==> src/rtl/ga23_rom_arb.sv <==
// Four-port tile ROM arbiter: each port keeps a single 64-bit line cache and
// misses are served one at a time from SDRAM over a toggle handshake.
module ga23_rom_arb #(
    parameter logic [24:0] BASE = 25'h0
) (
    input  logic        clk,
    input  logic        reset_n,
    input  logic        inv,
    input  logic [21:0] addr_a,
    input  logic [21:0] addr_b,
    input  logic [21:0] addr_c,
    input  logic [21:0] addr_d,
    input  logic        req_a,
    input  logic        req_b,
    input  logic        req_c,
    input  logic        req_d,
    output logic        rdy_a,
    output logic        rdy_b,
    output logic        rdy_c,
    output logic        rdy_d,
    output logic [31:0] data_a,
    output logic [31:0] data_b,
    output logic [31:0] data_c,
    output logic [31:0] data_d,
    output logic [24:0] sdr_addr,
    output logic        sdr_req,
    input  logic        sdr_rdy,
    input  logic [63:0] sdr_data
);

    typedef enum logic {
        S_IDLE,
        S_WAIT
    } state_t;

    state_t      state_reg, state_next;
    logic [1:0]  ptr_reg, ptr_next;
    logic [1:0]  cur_port_reg, cur_port_next;
    logic        cur_half_reg, cur_half_next;
    logic [20:0] cur_tag_reg, cur_tag_next;
    logic        inv_seen_reg, inv_seen_next;
    logic        sdr_req_reg, sdr_req_next;
    logic [24:0] sdr_addr_reg, sdr_addr_next;

    logic [3:0]  valid_reg, valid_next;
    logic [3:0]  rdy_reg, rdy_next;
    logic [31:0] data_reg [4];
    logic [31:0] data_next [4];
    logic [20:0] tag_reg [4];
    logic [63:0] line_reg [4];
    logic [3:0]  fill_we;

    logic [21:0] addr_arr [4];
    logic [3:0]  req_vec;
    logic [3:0]  pending;
    logic [3:0]  hit;

    logic        grant_found;
    logic [1:0]  grant_idx;
    logic [1:0]  cand;

    assign addr_arr[0] = addr_a;
    assign addr_arr[1] = addr_b;
    assign addr_arr[2] = addr_c;
    assign addr_arr[3] = addr_d;
    assign req_vec     = {req_d, req_c, req_b, req_a};

    genvar gi;
    generate
        for (gi = 0; gi < 4; gi++) begin : g_port
            assign pending[gi] = req_vec[gi] ^ rdy_reg[gi];
            assign hit[gi]     = valid_reg[gi] && (tag_reg[gi] == addr_arr[gi][21:1]);
        end
    endgenerate

    // Round-robin search starting at the port after the last one served.
    always_comb begin
        grant_found = 1'b0;
        grant_idx   = ptr_reg;
        cand        = ptr_reg;
        for (int k = 0; k < 4; k++) begin
            cand = ptr_reg + 2'(k);
            if (!grant_found && pending[cand]) begin
                grant_found = 1'b1;
                grant_idx   = cand;
            end
        end
    end

    always_comb begin
        state_next    = state_reg;
        ptr_next      = ptr_reg;
        cur_port_next = cur_port_reg;
        cur_half_next = cur_half_reg;
        cur_tag_next  = cur_tag_reg;
        inv_seen_next = inv_seen_reg;
        sdr_req_next  = sdr_req_reg;
        sdr_addr_next = sdr_addr_reg;
        valid_next    = valid_reg;
        rdy_next      = rdy_reg;
        fill_we       = '0;
        for (int i = 0; i < 4; i++) begin
            data_next[i] = data_reg[i];
        end

        case (state_reg)
            S_IDLE: begin
                if (grant_found) begin
                    if (hit[grant_idx]) begin
                        data_next[grant_idx] = addr_arr[grant_idx][0] ? line_reg[grant_idx][63:32]
                                                                       : line_reg[grant_idx][31:0];
                        rdy_next[grant_idx]  = ~rdy_reg[grant_idx];
                        ptr_next             = grant_idx + 2'd1;
                    end else begin
                        sdr_addr_next = BASE + {1'b0, addr_arr[grant_idx][21:1], 3'b000};
                        sdr_req_next  = ~sdr_req_reg;
                        cur_port_next = grant_idx;
                        cur_half_next = addr_arr[grant_idx][0];
                        cur_tag_next  = addr_arr[grant_idx][21:1];
                        inv_seen_next = 1'b0;
                        state_next    = S_WAIT;
                    end
                end
            end
            S_WAIT: begin
                if (inv) begin
                    inv_seen_next = 1'b1;
                end
                if (sdr_rdy == sdr_req_reg) begin
                    // A fill overtaken by an invalidate still answers, but is not cached.
                    fill_we[cur_port_reg]    = 1'b1;
                    valid_next[cur_port_reg] = ~inv_seen_reg;
                    data_next[cur_port_reg]  = cur_half_reg ? sdr_data[63:32] : sdr_data[31:0];
                    rdy_next[cur_port_reg]   = ~rdy_reg[cur_port_reg];
                    ptr_next                 = cur_port_reg + 2'd1;
                    state_next               = S_IDLE;
                end
            end
            default: state_next = S_IDLE;
        endcase

        if (inv) begin
            valid_next = '0;
        end
    end

    always_ff @(posedge clk or negedge reset_n) begin
        if (!reset_n) begin
            state_reg    <= S_IDLE;
            ptr_reg      <= '0;
            cur_port_reg <= '0;
            cur_half_reg <= 1'b0;
            cur_tag_reg  <= '0;
            inv_seen_reg <= 1'b0;
            sdr_req_reg  <= 1'b0;
            sdr_addr_reg <= '0;
            valid_reg    <= '0;
            rdy_reg      <= '0;
            for (int i = 0; i < 4; i++) begin
                data_reg[i] <= '0;
            end
        end else begin
            state_reg    <= state_next;
            ptr_reg      <= ptr_next;
            cur_port_reg <= cur_port_next;
            cur_half_reg <= cur_half_next;
            cur_tag_reg  <= cur_tag_next;
            inv_seen_reg <= inv_seen_next;
            sdr_req_reg  <= sdr_req_next;
            sdr_addr_reg <= sdr_addr_next;
            valid_reg    <= valid_next;
            rdy_reg      <= rdy_next;
            for (int i = 0; i < 4; i++) begin
                data_reg[i] <= data_next[i];
            end
        end
    end

    // Line storage carries no reset; the valid bits gate every use of it.
    always_ff @(posedge clk) begin
        for (int i = 0; i < 4; i++) begin
            if (fill_we[i]) begin
                line_reg[i] <= sdr_data;
                tag_reg[i]  <= cur_tag_reg;
            end
        end
    end

    assign rdy_a    = rdy_reg[0];
    assign rdy_b    = rdy_reg[1];
    assign rdy_c    = rdy_reg[2];
    assign rdy_d    = rdy_reg[3];
    assign data_a   = data_reg[0];
    assign data_b   = data_reg[1];
    assign data_c   = data_reg[2];
    assign data_d   = data_reg[3];
    assign sdr_addr = sdr_addr_reg;
    assign sdr_req  = sdr_req_reg;

endmodule

==> config.mk <==
export PLATFORM = sky130hd
export DESIGN_NAME = ga23_rom_arb
export DESIGN_NICKNAME = d
export VERILOG_FILES = /design/src/rtl/ga23_rom_arb.sv
export SDC_FILE = /design/constraint.sdc
export NUM_CORES = 1
export LEC_CHECK = 0
export BUFFER_PORTS_ARGS = -buffer_cell sky130_fd_sc_hd__buf_2
export CORE_ASPECT_RATIO = 1.5
export CORE_MARGIN = 3
export CORE_UTILIZATION = 25
export CTS_CLUSTER_SIZE = 12
export DETAILED_ROUTE_END_ITERATION = 10
export PLACE_DENSITY = 0.38
export SETUP_SLACK_MARGIN = 0.02
export SYNTH_ARGS = -nofsm -noshare
export SYNTH_HDL_FRONTEND = slang
export SYNTH_SLANG_ARGS = --single-unit
==> constraint.sdc <==
create_clock -name clk -period 7.25 [get_ports clk]
set_clock_uncertainty 0.05 [all_clocks]
set_input_delay 0.3625 -clock clk [delete_from_list [all_inputs] [get_ports clk]]
set_output_delay 0.3625 -clock clk [all_outputs]
set_load 0.005 [all_outputs]
# [After elaboration in Yosys (flattened, before gate mapping)]
# Memories as Yosys holds them, arrays and structs flattened.
# Cells that the tools add are included.
[classes] n_addsub=5 mul=0 div_mod_pow=0 magnitude_cmp=12 n_eq_ne=10 n_shift=0 muxes=90 bitwise_logic=12 n_reduce_logical=26
[op_table] operator="$mux 128" n=3
[op_table] operator="$bwmux 128" n=2
[op_table] operator="$pmux 128 s2" n=1
[op_table] operator="$mux 64" n=3
[op_table] operator="$reduce_or 64->1" n=3
[op_table] operator="$demux 32 s2" n=2
[op_table] operator="$mux 32" n=4
[op_table] operator="$eq 21x21->1" n=4
[op_table] operator="$mux 21" n=3
[op_table] operator="$reduce_or 21->1" n=3
[op_table] operator="$bmux 22 s2" n=1
[op_table] operator="$mux 22" n=2
[op_table] operator="$mux 1" n=33
[op_table] operator="$mux 4" n=8
[op_table] operator="$mux 2" n=12
[op_table] operator="$lt 2x3->1 const B" n=6
[op_table] operator="$bmux 1 s2" n=7
[op_table] operator="$bwmux 4" n=3
[op_table] operator="$logic_and 1x1->1" n=11
[op_table] operator="$reduce_and 3->1" n=3
[op_table] operator="$ne 2x2->1 const B" n=4
[op_table] operator="$pmux 4 s2" n=1
[op_table] operator="$add 2x1->2 const B" n=3
[op_table] operator="$ge 3x3->1 const B" n=2
[op_table] operator="14 further kinds" n=31
[totals] register_bits=165 latch_bits=0 ram_bits=340 romBits=0 in_bits=160 output_inout_bits=158 elab_cells=170 n_memories=2
[memory_table] name="line_reg" words=4 width=64 read_ports=1 rd_clocked_by_memory_dff=0 wr=1 line="50" source="logic [63:0] line_reg [4];"
[memory_table] name="tag_reg" words=4 width=21 read_ports=4 rd_clocked_by_memory_dff=0 wr=1 line="49" source="logic [20:0] tag_reg [4];"

# [Logic depth before layout (Yosys ltp)]
# Gate-level depths: netlist of run 1.
[depth] word_depth=22 mapped_depth=11 ltp_nobuf=8

# [Worst setup path before layout of run 1]
# OpenSTA, ideal clock, no wires.
[synth_path] path_type="reg2reg" from="register sdr_req_reg (netlist: sdr_req)" to="memory line_reg[0][0], enable pin" setup_ns=0.438 t_arrival_ns=3.277 t_required_ns=6.762 path_slack_ns=3.485 path_stages_with_launch=7 path_buffers=2 period_less_slack_ns=3.765 path_cell_list="dfrtp_1 xor2_1 nor2_1 nand2_1 clkbuf_1 clkbuf_1 inv_1"
[synth_between] word_cells_on_any_way=20 classes_between="eq/ne: 1; mux: 16; reduce/logical: 3"
[synth_rtl] item="start, declared" line="42" source="logic sdr_req_reg, sdr_req_next;"
[synth_rtl] item="start signal, assigned" line="169" source="sdr_req_reg <= sdr_req_next;"
[synth_rtl] item="$eq 1x1->1" line="129" source="if (sdr_rdy == sdr_req_reg) begin"
[synth_rtl] item="$mux 4" line="129"
[synth_rtl] item="$mux 4" line="106" source="case (state_reg)"
[synth_rtl] item="named net fill_we[0]" line="51" source="logic [3:0] fill_we;"
[synth_rtl] item="$mux 1" line="182" source="if (fill_we[i]) begin"
[synth_rtl] item="$mux 1 (not written as such)" line="183" source="line_reg[i] <= sdr_data;"
[synth_rtl] item="$mux 1 (no source line) (3 in a row)"
[synth_rtl] item="end, declared" line="50"
# The timed path passes the listed nets, and every way through them passes these cells.

# [Worst setup path after layout of run 1]
[layout_path] from="register ptr_reg[1]" to="register data_reg, in the netlist data_a[12]"
[layout_between] elab_chain_len=21 word_cells_on_any_way=44 classes_between="add/sub: 3; order compare: 2; eq/ne: 2; mux: 27; bitwise: 1; reduce/logical: 8; memory: 1"
[layout_lines] item="start, declared" line="37" source="logic [1:0] ptr_reg, ptr_next;"
[layout_lines] item="start signal, assigned" line="164" source="ptr_reg <= ptr_next;"
[layout_lines] item="branches (longest 21 deep; another with $add 2x1->2)"
[layout_lines] item="end signal, assigned by index" line="174" source="data_reg[i] <= data_next[i];"
[layout_lines] item="end, declared" line="47" source="logic [31:0] data_reg [4];"
# Several ways; the timed one is not identified. The select of a mux whose other input is x is not followed.
# A chain may end at the register's enable or synchronous reset.

==> results of run 1 <==
-- power by group through the flow --
| stage | logic [mW] | clock network, mW | registers (mW) |
|---|---|---|---|
| 2_1_floorplan | 3.90 | 0 | 4.42 |
| 3_3_place_gp | 5.69 | 0 | 4.50 |
| 3_5_place_dp | 5.71 | 0 | 4.52 |
| 4_1_cts | 5.76 | 2.98 | 4.47 |
| 5_1_grt | 6.06 | 3.09 | 4.54 |
| 6_report | 5.59 | 2.87 | 4.45 |
-- kinds of logic (layout without fill, tap and decap cells) --
| group | Yosys count | count (layout) | share of synthesized area |
|---|---|---|---|
| other | 1 | 8 | 0.0001741 |
| DFF | 505 | 505 | 0.6656 |
| and+or+nand+nor | 261 | 261 | 0.05233 |
| muxes | 178 | 178 | 0.1434 |
| AOI/OAI and AO/OA | 235 | 235 | 0.07278 |
| buffers and inverters | 85 | 511 | 0.02521 |
| xor gates and xnor gates | 97 | 97 | 0.04048 |
-- final cells by class --
cell class / instances / area share
sequential: 505 / 0.5360
multi-input combinational: 775 / 0.2509
timing repair buffer: 398 / 0.08937
clock buffer: 82 / 0.06018
tap: 1130 / 0.05284
clock inverter: 24 / 0.008979
inverter: 7 / 0.001356
antenna: 4 / 0.0003741
-- metrics by stage --
stage | instances | hold WS (ns) | setup slack (ns)
4_1_cts | 2921 | 0.05308 | 2.511
6_report | 2925 | 0.1130 | 2.638
5_1_grt | 2925 | 0.08904 | 2.259
3_3_place_gp | 2749 | 0.3981 | 2.520
2_1_floorplan | 1365 | 0.01691 | 3.485
3_5_place_dp | 2749 | 0.3951 | 2.508
-- worst max-delay path by stage --
stage / startpoint / end / slack (ns) / cells past startpoint
floorplan: sdr_req / line_reg[0][0] / 3.48 / 6
global placement: req_b / data_a[4] / 2.52 / 10
detailed placement: req_b / data_a[3] / 2.51 / 10
CTS: rdy_reg[2] / data_a[3] / 2.51 / 9
global route: rdy_reg[2] / data_a[3] / 2.26 / 9
finish: ptr_reg[1] / data_a[12] / 2.64 / 9
-- critical path, delay by kind of cell, from the launching register on --
| family | cells | cell delay, ns |
|---|---|---|
| flip-flops | 1 | 0.58 |
| AO/OA/AOI/OAI | 5 | 1.90 |
| AND/OR/NAND/NOR | 2 | 0.91 |
| buffers and inverters | 2 | 0.92 |
-- cells in the mapped netlist, types with 2 or more instances --
cell type    n  area [sq um]
buf_12       4         80.08
o21ai_2      2         17.52
mux4_1      21         551.8
o211ai_1     2         15.01
a211oi_1     3         22.52
inv_1        7         26.28
nor2_1     204         765.7
nand2_1      8         30.03
nand3b_1     2         15.01
xor2_2       3         48.80
mux2_2      23         259.0
o21ai_4      2         32.53
mux2_1       2         22.52
o21ai_1     55         275.3
mux2i_1     37         370.4
edfxtp_1   340         10210
mux4_2      65          1464
clkbuf_1    31         116.4
o21ai_0     21         105.1
nor3_1       2         10.01
nand3_1      5         25.02
a211o_1     65         569.3
o31ai_1      2         15.01
a21oi_1     40         200.2
xnor2_1     59         516.8
or3_1        2         12.51
dfrtp_1    165          4129
nor4_1      11         68.82
nor2b_1      3         18.77
xor2_1      35         306.5
buf_1        3         11.26
and3_1       2         12.51
o22ai_1      2         12.51
buf_4        6         45.04
a31oi_1     32         200.2
mux2i_2     29         399.1
nor2_4       3         33.78
buf_2       19         95.09
buf_6       15         168.9
nand4_1     14         87.58
-- metal layers --
metal	track usage	wire [um]	vias to the layer above
met2	0.2924	38180	392
met3	0.03295	3923	91
met4	0.04403	1587	4
li1	-	-	5983
met1	0.1995	30100	7003
met5	0	27	-
==> key figures, run 1 <==
STA
  • Post-route minimum period: 4.612 ns
  • Final setup fails: 0
  • RSZ-0062 raised after global routing: false
  • Worst Tran Pin Value: 1.260 ns
  • Part of the cycle the worst path needs: 0.6361
  • Final hold vios: 0
  • Max-slew violation count: 0
  • Max Freq: between 200 and 250 MHz
  • Max_slew headroom: 0.1489
  • Setup_tns: 0 ns

Global routing
  • Gr usage total: 0.1633
  • Largest net degree at the start of global routing: 68
  • Global route total overflow: 0
  • Number of global-route vias before repair: 14,611
  • Initial antenna violation count: 7
  • Global-route wire length before repair: around 110,000 um

Worst setup path
  • R2R Path Start: ptr_reg[1]
  • Worst EP required: 7.67 ns
  • Critical path's largest stage delay: 0.82 ns
  • CP max stage cell: a32o_4
  • Critical path peak fanout: 64
  • Setup slack, reg-to-reg: 2.64 ns
  • Worst path arrival time: 5.03 ns
  • Worst r2r dst: data_a[12]
  • Worst-path cell chain: inv_1 -> nand3_1 -> a32o_4 -> buf_4 -> o21ai_2 -> o2111ai_4 -> nand3b_4 -> a31oi_1 -> o21ai_1
  • Startpoint type of the worst setup path: register
  • Critical path type: reg2reg
  • Critical Path End Type: register
  • Worst r2r path cells: 9

Drt
  • Final wirelength: ~74,000 um
  • Antenna viol nets, final: 0
  • Detailed Route Iter0 Violations: ~750
  • DRC: 0
  • Post-DR vias/cell: 4.606
  • Drt first pass iters: 7
  • Vias: 13,473
  • Detail-routed net length per standard cell: 25.24 um

Logic synthesis
  • Asr flop ratio synth: 0.3267
  • Cells after synthesis: 1,362
  • Synthesized area: 0.02154 sq mm
  • Syn. warnings: 0
  • Number of synthesized flops with an enable pin: 340
  • Mean Syn Cell Area: between 15 and 20 sq um
  • Synth cell types: 56
  • Top FF cell, synth: edfxtp_1
  • Seq cells post-synth: 505
  • Sequential share of the synthesized area: 0.6656

Clock network
  • CTS sink count: around 500
  • Clock transition at path regs: 0.06 ns
  • Clock Root Buffer: clkbuf_16
  • CTS tree: yes
  • CTS Buffer Depth: 3
  • Worst skew pair latency: between 0.6 and 0.7 ns
  • Inserted Clock Buffers: 56
  • Post-CTS Setup Bufs: 0
  • H-Tree Depth: 2
  • PostCTS Resize Cnt: 0
  • Number of hold buffers added after cts: between 60 and 70

Power and ir drop
  • Sw frac: 0.3776
  • Power density cells: 482.4 mW/mm^2
  • Worst vdd ir: 0.2937 mV
  • Post-layout total power: roughly 13 mW
  • Pint: 8.033 mW
  • Psw: 4.875 mW
  • Share of power burned in registers: 0.345
  • Leak pwr: 10.44 nW
  • Comb power frac: 0.433
  • Power share of the clock group: 0.222

Placement
  • PortBufs: 313
  • Detailed Place HPWL: 47,230 um
  • GPL Wtd Cong: 0.7397
  • Placed inst area: 0.02423 sq mm

Die
  • Chip height: around 370 um
  • Top Ports: between 300 and 400
  • Row cnt: 131
  • DIE AREA: 0.08980 sq mm
  • Initial Util: 0.2527
  • Die W: 245.7 um
  • Area of the core: 0.08523 sq mm

Final layout
  • Fin util: 0.3139
  • Final instance area: about 0.027 sq mm
  • Commonest non-fill, non-tap cell in the layout: edfxtp_1
  • Layout net count: between 1,500 and 2,000
  • Footprint of the multi-input gates: 0.006714 sq mm
  • Fill count: 8,548
  • Layout cells sized above 1: 0.3138
  • Most frequent cells in the layout: 340 x edfxtp_1, 312 x buf_2, 204 x nor2_1
  • Layout area overhead: 24.20%
  • Register Area: ~0.014 sq mm
  • Max reg flops: 256

Hold path
  • Hold path depth: 3
  • Type of the worst min-delay path: in2reg
  • Worst-case hold path end point: state_reg
  • Critical hold path startpoint: sdr_rdy

Outcome
  • Status: completed

Run
  • Max_cap viols: 0
Note: power is estimated with default switching activity, not from simulation.
==> run 2, diff against run 1 <==
- clock period: 7.25 -> 4.7 ns (I/O delays scaled with it)
==> key figures, run 2 (synthesis gave the netlist of run 1 again) <==
Worst setup path
  • Top cell by count, worst path: buf_4
  • Startpoint type of the worst setup path: register
  • Worst EP required: 5.16 ns
  • Worst path bufs/invs: 3
  • Worst path arrival time: 4.62 ns
  • Critical Path End Type: register
  • Critical path's largest stage delay: 0.74 ns
  • Critical path peak fanout: 48
  • Worst-path cell chain: xnor2_1 -> o21ai_0 -> a32o_4 -> buf_4 -> buf_4 -> mux4_2 -> dlygate4sd3_1 -> mux2_2
  • CP max stage cell: buf_4
  • Delay-heaviest family, CP: buffers and inverters
  • Critical path type: reg2reg

STA
  • Max Freq: 240.3 MHz
  • Final hold vios: 0
  • Setup_tns: 0 ns
  • Post-route minimum period: 4.162 ns
  • Max_slew headroom: 0.2870
  • Part of the cycle the worst path needs: 0.8855
  • RSZ-0062 raised after global routing: false
  • Worst Tran Pin Value: ~1.1 ns
  • Final setup fails: 0
  • Max-slew violation count: 0

Drt
  • DRC: 0
  • Drt first pass iters: 5
  • Antenna viol nets, final: 0
  • Final wirelength: 76,430 um
  • Vias: 13,799
  • Detailed Route Iter0 Violations: just over 800
  • Post-DR vias/cell: 4.686
  • Detail-routed net length per standard cell: 25.95 um

Die
  • Top Ports: 318
  • DIE AREA: 0.08980 sq mm
  • Initial Util: 0.2527
  • Die W: 245.7 um
  • Area of the core: 0.08523 sq mm
  • Chip height: around 370 um
  • Row cnt: 131

Final layout
  • Most frequent cells in the layout: 340 x edfxtp_1, 312 x buf_2, 204 x nor2_1
  • Max reg flops: 256
  • Layout net count: 1,920
  • Commonest non-fill, non-tap cell in the layout: edfxtp_1
  • Layout area overhead: 24.96%
  • Fin util: 0.3158
  • Fill count: 8,505
  • Layout cells sized above 1: 0.3116

Clock network
  • CTS tree: yes
  • H-Tree Depth: 2
  • Worst skew pair latency: 0.63 ns
  • Inserted Clock Buffers: 55
  • Clock transition at path regs: 0.06 ns
  • CTS Buffer Depth: 3
  • CTS sink count: 505
  • Clock Root Buffer: clkbuf_16

Placement
  • PortBufs: 313
  • Detailed Place HPWL: 48,450 um
  • GPL Wtd Cong: 0.7877

Global routing
  • Global route total overflow: 0
  • Initial antenna violation count: 7
  • Largest net degree at the start of global routing: slightly below 100
  • Number of global-route vias before repair: 14,603
  • Global-route wire length before repair: 108,700 um
  • Gr usage total: 0.1684

Power and ir drop
  • Leak pwr: 10.50 nW
  • Worst vdd ir: 0.6485 mV
  • Power density cells: 740.0 mW/mm^2

Run
  • Max_cap viols: 0

Hold path
  • Type of the worst min-delay path: in2reg

Outcome
  • Status: completed
## run 2: power by group
group / total [mW] / switching (mW) / internal, mW
registers: 6.97 / 0.808 / 6.16
logic: 8.72 / 4.91 / 3.81
clock network: 4.24 / 1.87 / 2.37
total: 19.9 / 7.58 / 12.3
## run 2: through the flow
stage / cell area (sq um) / hold slack [ns] / setup WS, ns / cells / total power, mW
finish: 26920 / 0.04552 / 0.5380 / 2945 / 19.92
CTS: 26900 / 0.001953 / 0.4947 / 2937 / 20.34
global route: 26910 / 0.02484 / 0.3712 / 2942 / 21.11
global placement: 24420 / 0.3549 / 0.8926 / 2759 / 15.84
detailed placement: 24420 / 0.3592 / 0.8643 / 2759 / 15.89
floorplan: 21550 / -0.1106 / 0.9348 / 1365 / 12.83
## run 2: layer usage
| layer | part of all wire | vias up | global-route usage | wire length (um) |
|---|---|---|---|---|
| met2 | 0.52 | 460 | 0.3061 | 39670 |
| met1 | 0.40 | 7184 | 0.1983 | 30270 |
| li1 | - | 6049 | - | - |
| met4 | 0.028 | 2 | 0.05086 | 2175 |
| met5 | 0.00020 | - | 0 | 15 |
| met3 | 0.056 | 104 | 0.03565 | 4292 |
## run 2: timing repair
item,in CTS,in global routing
hold endpoints to repair,362,0
setup buffers,0,0
gates resized for setup,0,0
endpoints found under the setup margin,0,0
hold buffers,74,0
## run 2: worst register-to-register path: cells and delay by family, from the launching register on
| family | cells | cell delay, ns |
|---|---|---|
| AO/OA/AOI/OAI | 2 | 0.82 |
| XOR/XNOR | 1 | 0.21 |
| buffers and inverters | 3 | 1.88 |
| flip-flops | 1 | 0.48 |
| multiplexers | 2 | 0.63 |
## run 2: final cells by class
class	instances	area, sq um	share of cell area
clock buffers	79	1516	0.05634
clock inverters	25	219.0	0.008134
multi-input cells	775	6714	0.2494
inverters	7	36.28	0.001348
repair buffers	416	2659	0.09877
diodes	8	20.02	0.0007437
well taps	1130	1414	0.05252
flip-flops and latches	505	14340	0.5327
## run 2: path summary, 6_finish.rpt
path,from,endpoint,slack (ns),cells past startpoint
setup / recovery,rdy_reg[2],cur_tag_reg[10],0.54,8
hold / removal,addr_d[5],cur_tag_reg[4],0.05,3
setup reg to reg,rdy_reg[2],cur_tag_reg[10],0.54,8
hold reg to reg,data_d[21],data_d[21],0.43,1
max in group asynchronous,reset_n,data_a[26],3.37,3
min in group asynchronous,reset_n,cur_tag_reg[1],0.18,2
==> run 3, diff against run 2 <==
- ABC_AREA: not set -> 1
- PLACE_DENSITY: 0.38 -> 0.39
- SETUP_SLACK_MARGIN: 0.02 -> not set
- clock period: 4.7 -> 3.75 ns (I/O delays scaled with it)
==> key figures, run 3 <==
Outcome
  • Status: completed

Logic synthesis
  • Top FF cell, synth: edfxtp_1
  • Seq cells post-synth: just over 500
  • Top post-synthesis cells by count: 714 x nand2_1, 459 x inv_1, 351 x nor2_1
  • Syn. warnings: 0
  • Sequential share of the synthesized area: 0.5717
  • Synthesized area: 0.02508 sq mm
  • Most numerous cell in the Yosys netlist: nand2_1
  • Area contributors post-synth: edfxtp_1 41%, dfrtp_1 16%, nand2_1 11%
  • Largest area contributor in the netlist: edfxtp_1
  • Cells after synthesis: 2,882
  • Synth top area share: 0.4071
  • Mean Syn Cell Area: 8.702 sq um
  • Number of synthesized flops with an enable pin: 340
  • Synth cell types: 40
  • Asr flop ratio synth: 0.3267

Final layout
  • Register Area: 0.01434 sq mm
  • Most frequent cells in the layout: 714 x nand2_1, 456 x inv_1, 346 x nor2_1
  • Layout area overhead: 25.08%
  • Layout cells sized above 1: 0.1587
  • Layout net count: around 3,500
  • Commonest non-fill, non-tap cell in the layout: nand2_1
  • Max reg flops: 256
  • Footprint of the multi-input gates: 0.008384 sq mm
  • Fill count: 10,472

STA
  • Worst Tran Pin Value: 0.9938 ns
  • Setup ws final: roughly 0.32 ns
  • Hold slack: between 0.1 and 0.15 ns
  • Setup_tns: 0 ns
  • Max_slew headroom: 0.3375
  • RSZ-0062 raised after global routing: false
  • Max-slew violation count: 0
  • Post-route minimum period: 3.427 ns
  • Max Freq: about 290 MHz
  • Final hold vios: 0
  • Part of the cycle the worst path needs: 0.9138
  • Final setup fails: 0

Clock network
  • CTS sink count: 505
  • Clock transition at path regs: about 0.060 ns
  • H-Tree Depth: 2
  • Worst skew pair latency: approximately 0.66 ns
  • Inserted Clock Buffers: 57
  • CTS tree: yes
  • CTS Buffer Depth: 3
  • Clock Root Buffer: clkbuf_16

Drt
  • Vias: 20,204
  • Detail-routed net length per standard cell: between 20 and 25 um
  • Drt first pass iters: 7
  • Detailed Route Iter0 Violations: about 1,100
  • Post-DR vias/cell: 4.359
  • Antenna viol nets, final: 0
  • DRC: 0
  • Final wirelength: 94,350 um

Die
  • Area of the core: 0.09897 sq mm
  • Chip height: approximately 390 um
  • Row cnt: 141
  • Die W: approximately 260 um
  • Initial Util: 0.2534
  • Top Ports: approximately 320
  • DIE AREA: 0.1042 sq mm

Power and ir drop
  • Power share of the clock group: 0.165
  • Pint: approximately 17 mW
  • Share of power burned in registers: 0.264
  • Sw frac: 0.4994
  • Leak pwr: 14.88 nW
  • Comb power frac: 0.570
  • Post-layout total power: 33.87 mW
  • Power density cells: 1080 mW/mm^2
  • Psw: 16.92 mW
  • Worst vdd ir: ~0.69 mV

Worst setup path
  • Critical path peak fanout: 28
  • Critical Path End Type: register
  • Worst r2r path cells: 15
  • Critical path's largest stage delay: 0.57 ns
  • CP max stage cell: dlygate4sd3_1
  • Worst EP required: about 4.3 ns
  • Worst path arrival time: 3.94 ns
  • Startpoint type of the worst setup path: register
  • Worst-path cell chain: inv_4 -> nand2_1 -> nand2_2 -> nand3_1 -> nand2_2 -> nand2_2 -> nor2_4 -> nand3_4 -> nand2_8 -> buf_6 -> nand2_1 -> o21ai_0 -> dlygate4sd3_1 -> o21ai_0 -> nand2_1
  • Critical path type: reg2reg

Placement
  • GPL Wtd Cong: 0.7726
  • PortBufs: 313
  • DP Worst Slack: between 0.2 and 0.3 ns
  • Detailed Place HPWL: 62,650 um

Hold path
  • Type of the worst min-delay path: in2async

Global routing
  • Largest net degree at the start of global routing: around 130
  • Global-route wire length before repair: 137,500 um
  • Number of global-route vias before repair: 20,396
  • Gr usage total: 0.1773
  • Initial antenna violation count: 5
  • Global route total overflow: 0

Run
  • Max_cap viols: 0
-- run 3: cell count changes in the layout (fill, tap and decap cells not counted), sizes merged, moves of 51 or more --
cell         previous run  this run
nand3b                  3        66
a211o                  66         0
nor2                  207       352
dlygate4sd3            74       125
mux4                   86         0
inv                     9       473
nand3                   5       236
nand2                   8       745
a21oi                  40       130
-- run 3: worst paths after layout --
| path | to | from | slack (ns) |
|---|---|---|---|
| min in group clk | line_reg[0][34] | sdr_data[34] | 0.28 |
| worst max register to register | cur_tag_reg[13] | ptr_reg[0] | 0.32 |
| worst min register to register | valid_reg[2] | inv_seen_reg | 0.49 |
| worst max-delay path | cur_tag_reg[13] | ptr_reg[0] | 0.32 |
| max in group asynchronous | data_c[11] | reset_n | 2.47 |
| worst min-delay path | sdr_req | reset_n | 0.12 |
-- run 3: cell type report --
type                       count  area share
tap                         1287     0.05133
clock inverter                16    0.005185
clock buffer                  92     0.05348
antenna                        3   0.0002393
multi-input combinational   1770      0.2673
sequential                   505      0.4571
inverter                     472     0.05663
timing repair buffer         490      0.1087
-- run 3: power by group through the flow --
stage	clock (mW)	sequential [mW]	combinational, mW
3_3_place_gp	0	9.11	18.9
5_1_grt	5.97	9.17	21.6
6_report	5.59	8.96	19.3
2_1_floorplan	0	8.79	11.8
4_1_cts	5.80	9.02	19.7
3_5_place_dp	0	9.12	18.9
-- run 3: layer usage --
metal / part of all wire / global-route usage
met1: 0.41 / 0.2076
met2: 0.52 / 0.3277
met3: 0.046 / 0.03003
met4: 0.029 / 0.05488
met5: 0.00014 / 0
-- run 3: timing repair --
action	4_1_cts	5_1_grt
endpoints found under the hold margin	360	0
gates resized for setup	0	6
hold buffers	125	0
endpoints found under the setup margin	0	23
setup buffers	0	0
-- run 3: kinds of logic after synthesis --
| logic type | count (synthesis) | share of synthesized area |
|---|---|---|
| AO/OA/AOI/OAI | 239 | 0.05208 |
| XOR/XNOR | 57 | 0.01991 |
| buffers and inverters | 611 | 0.09893 |
| flip-flops | 505 | 0.5717 |
| multiplexers | 32 | 0.01277 |
| other | 1 | 0.0001495 |
| AND/OR/NAND/NOR | 1437 | 0.2444 |
-- run 3: metrics by stage --
stage	utilization	instances	cell area [sq um]
after floorplan	-	2885	25100
after CTS	0.3166	4631	31330
after detailed placement	0.2853	4398	28240
final	0.3170	4635	31370
after global placement	0.2853	4398	28240
after global routing	0.3169	4633	31370
-- run 3: critical path, delay by kind of cell (launching register included) --
family | cells | cell delay (ns)
flip-flops | 1 | 0.49
AND/OR/NAND/NOR | 10 | 1.47
buffers and inverters | 3 | 1.00
AO/OA/AOI/OAI | 2 | 0.33
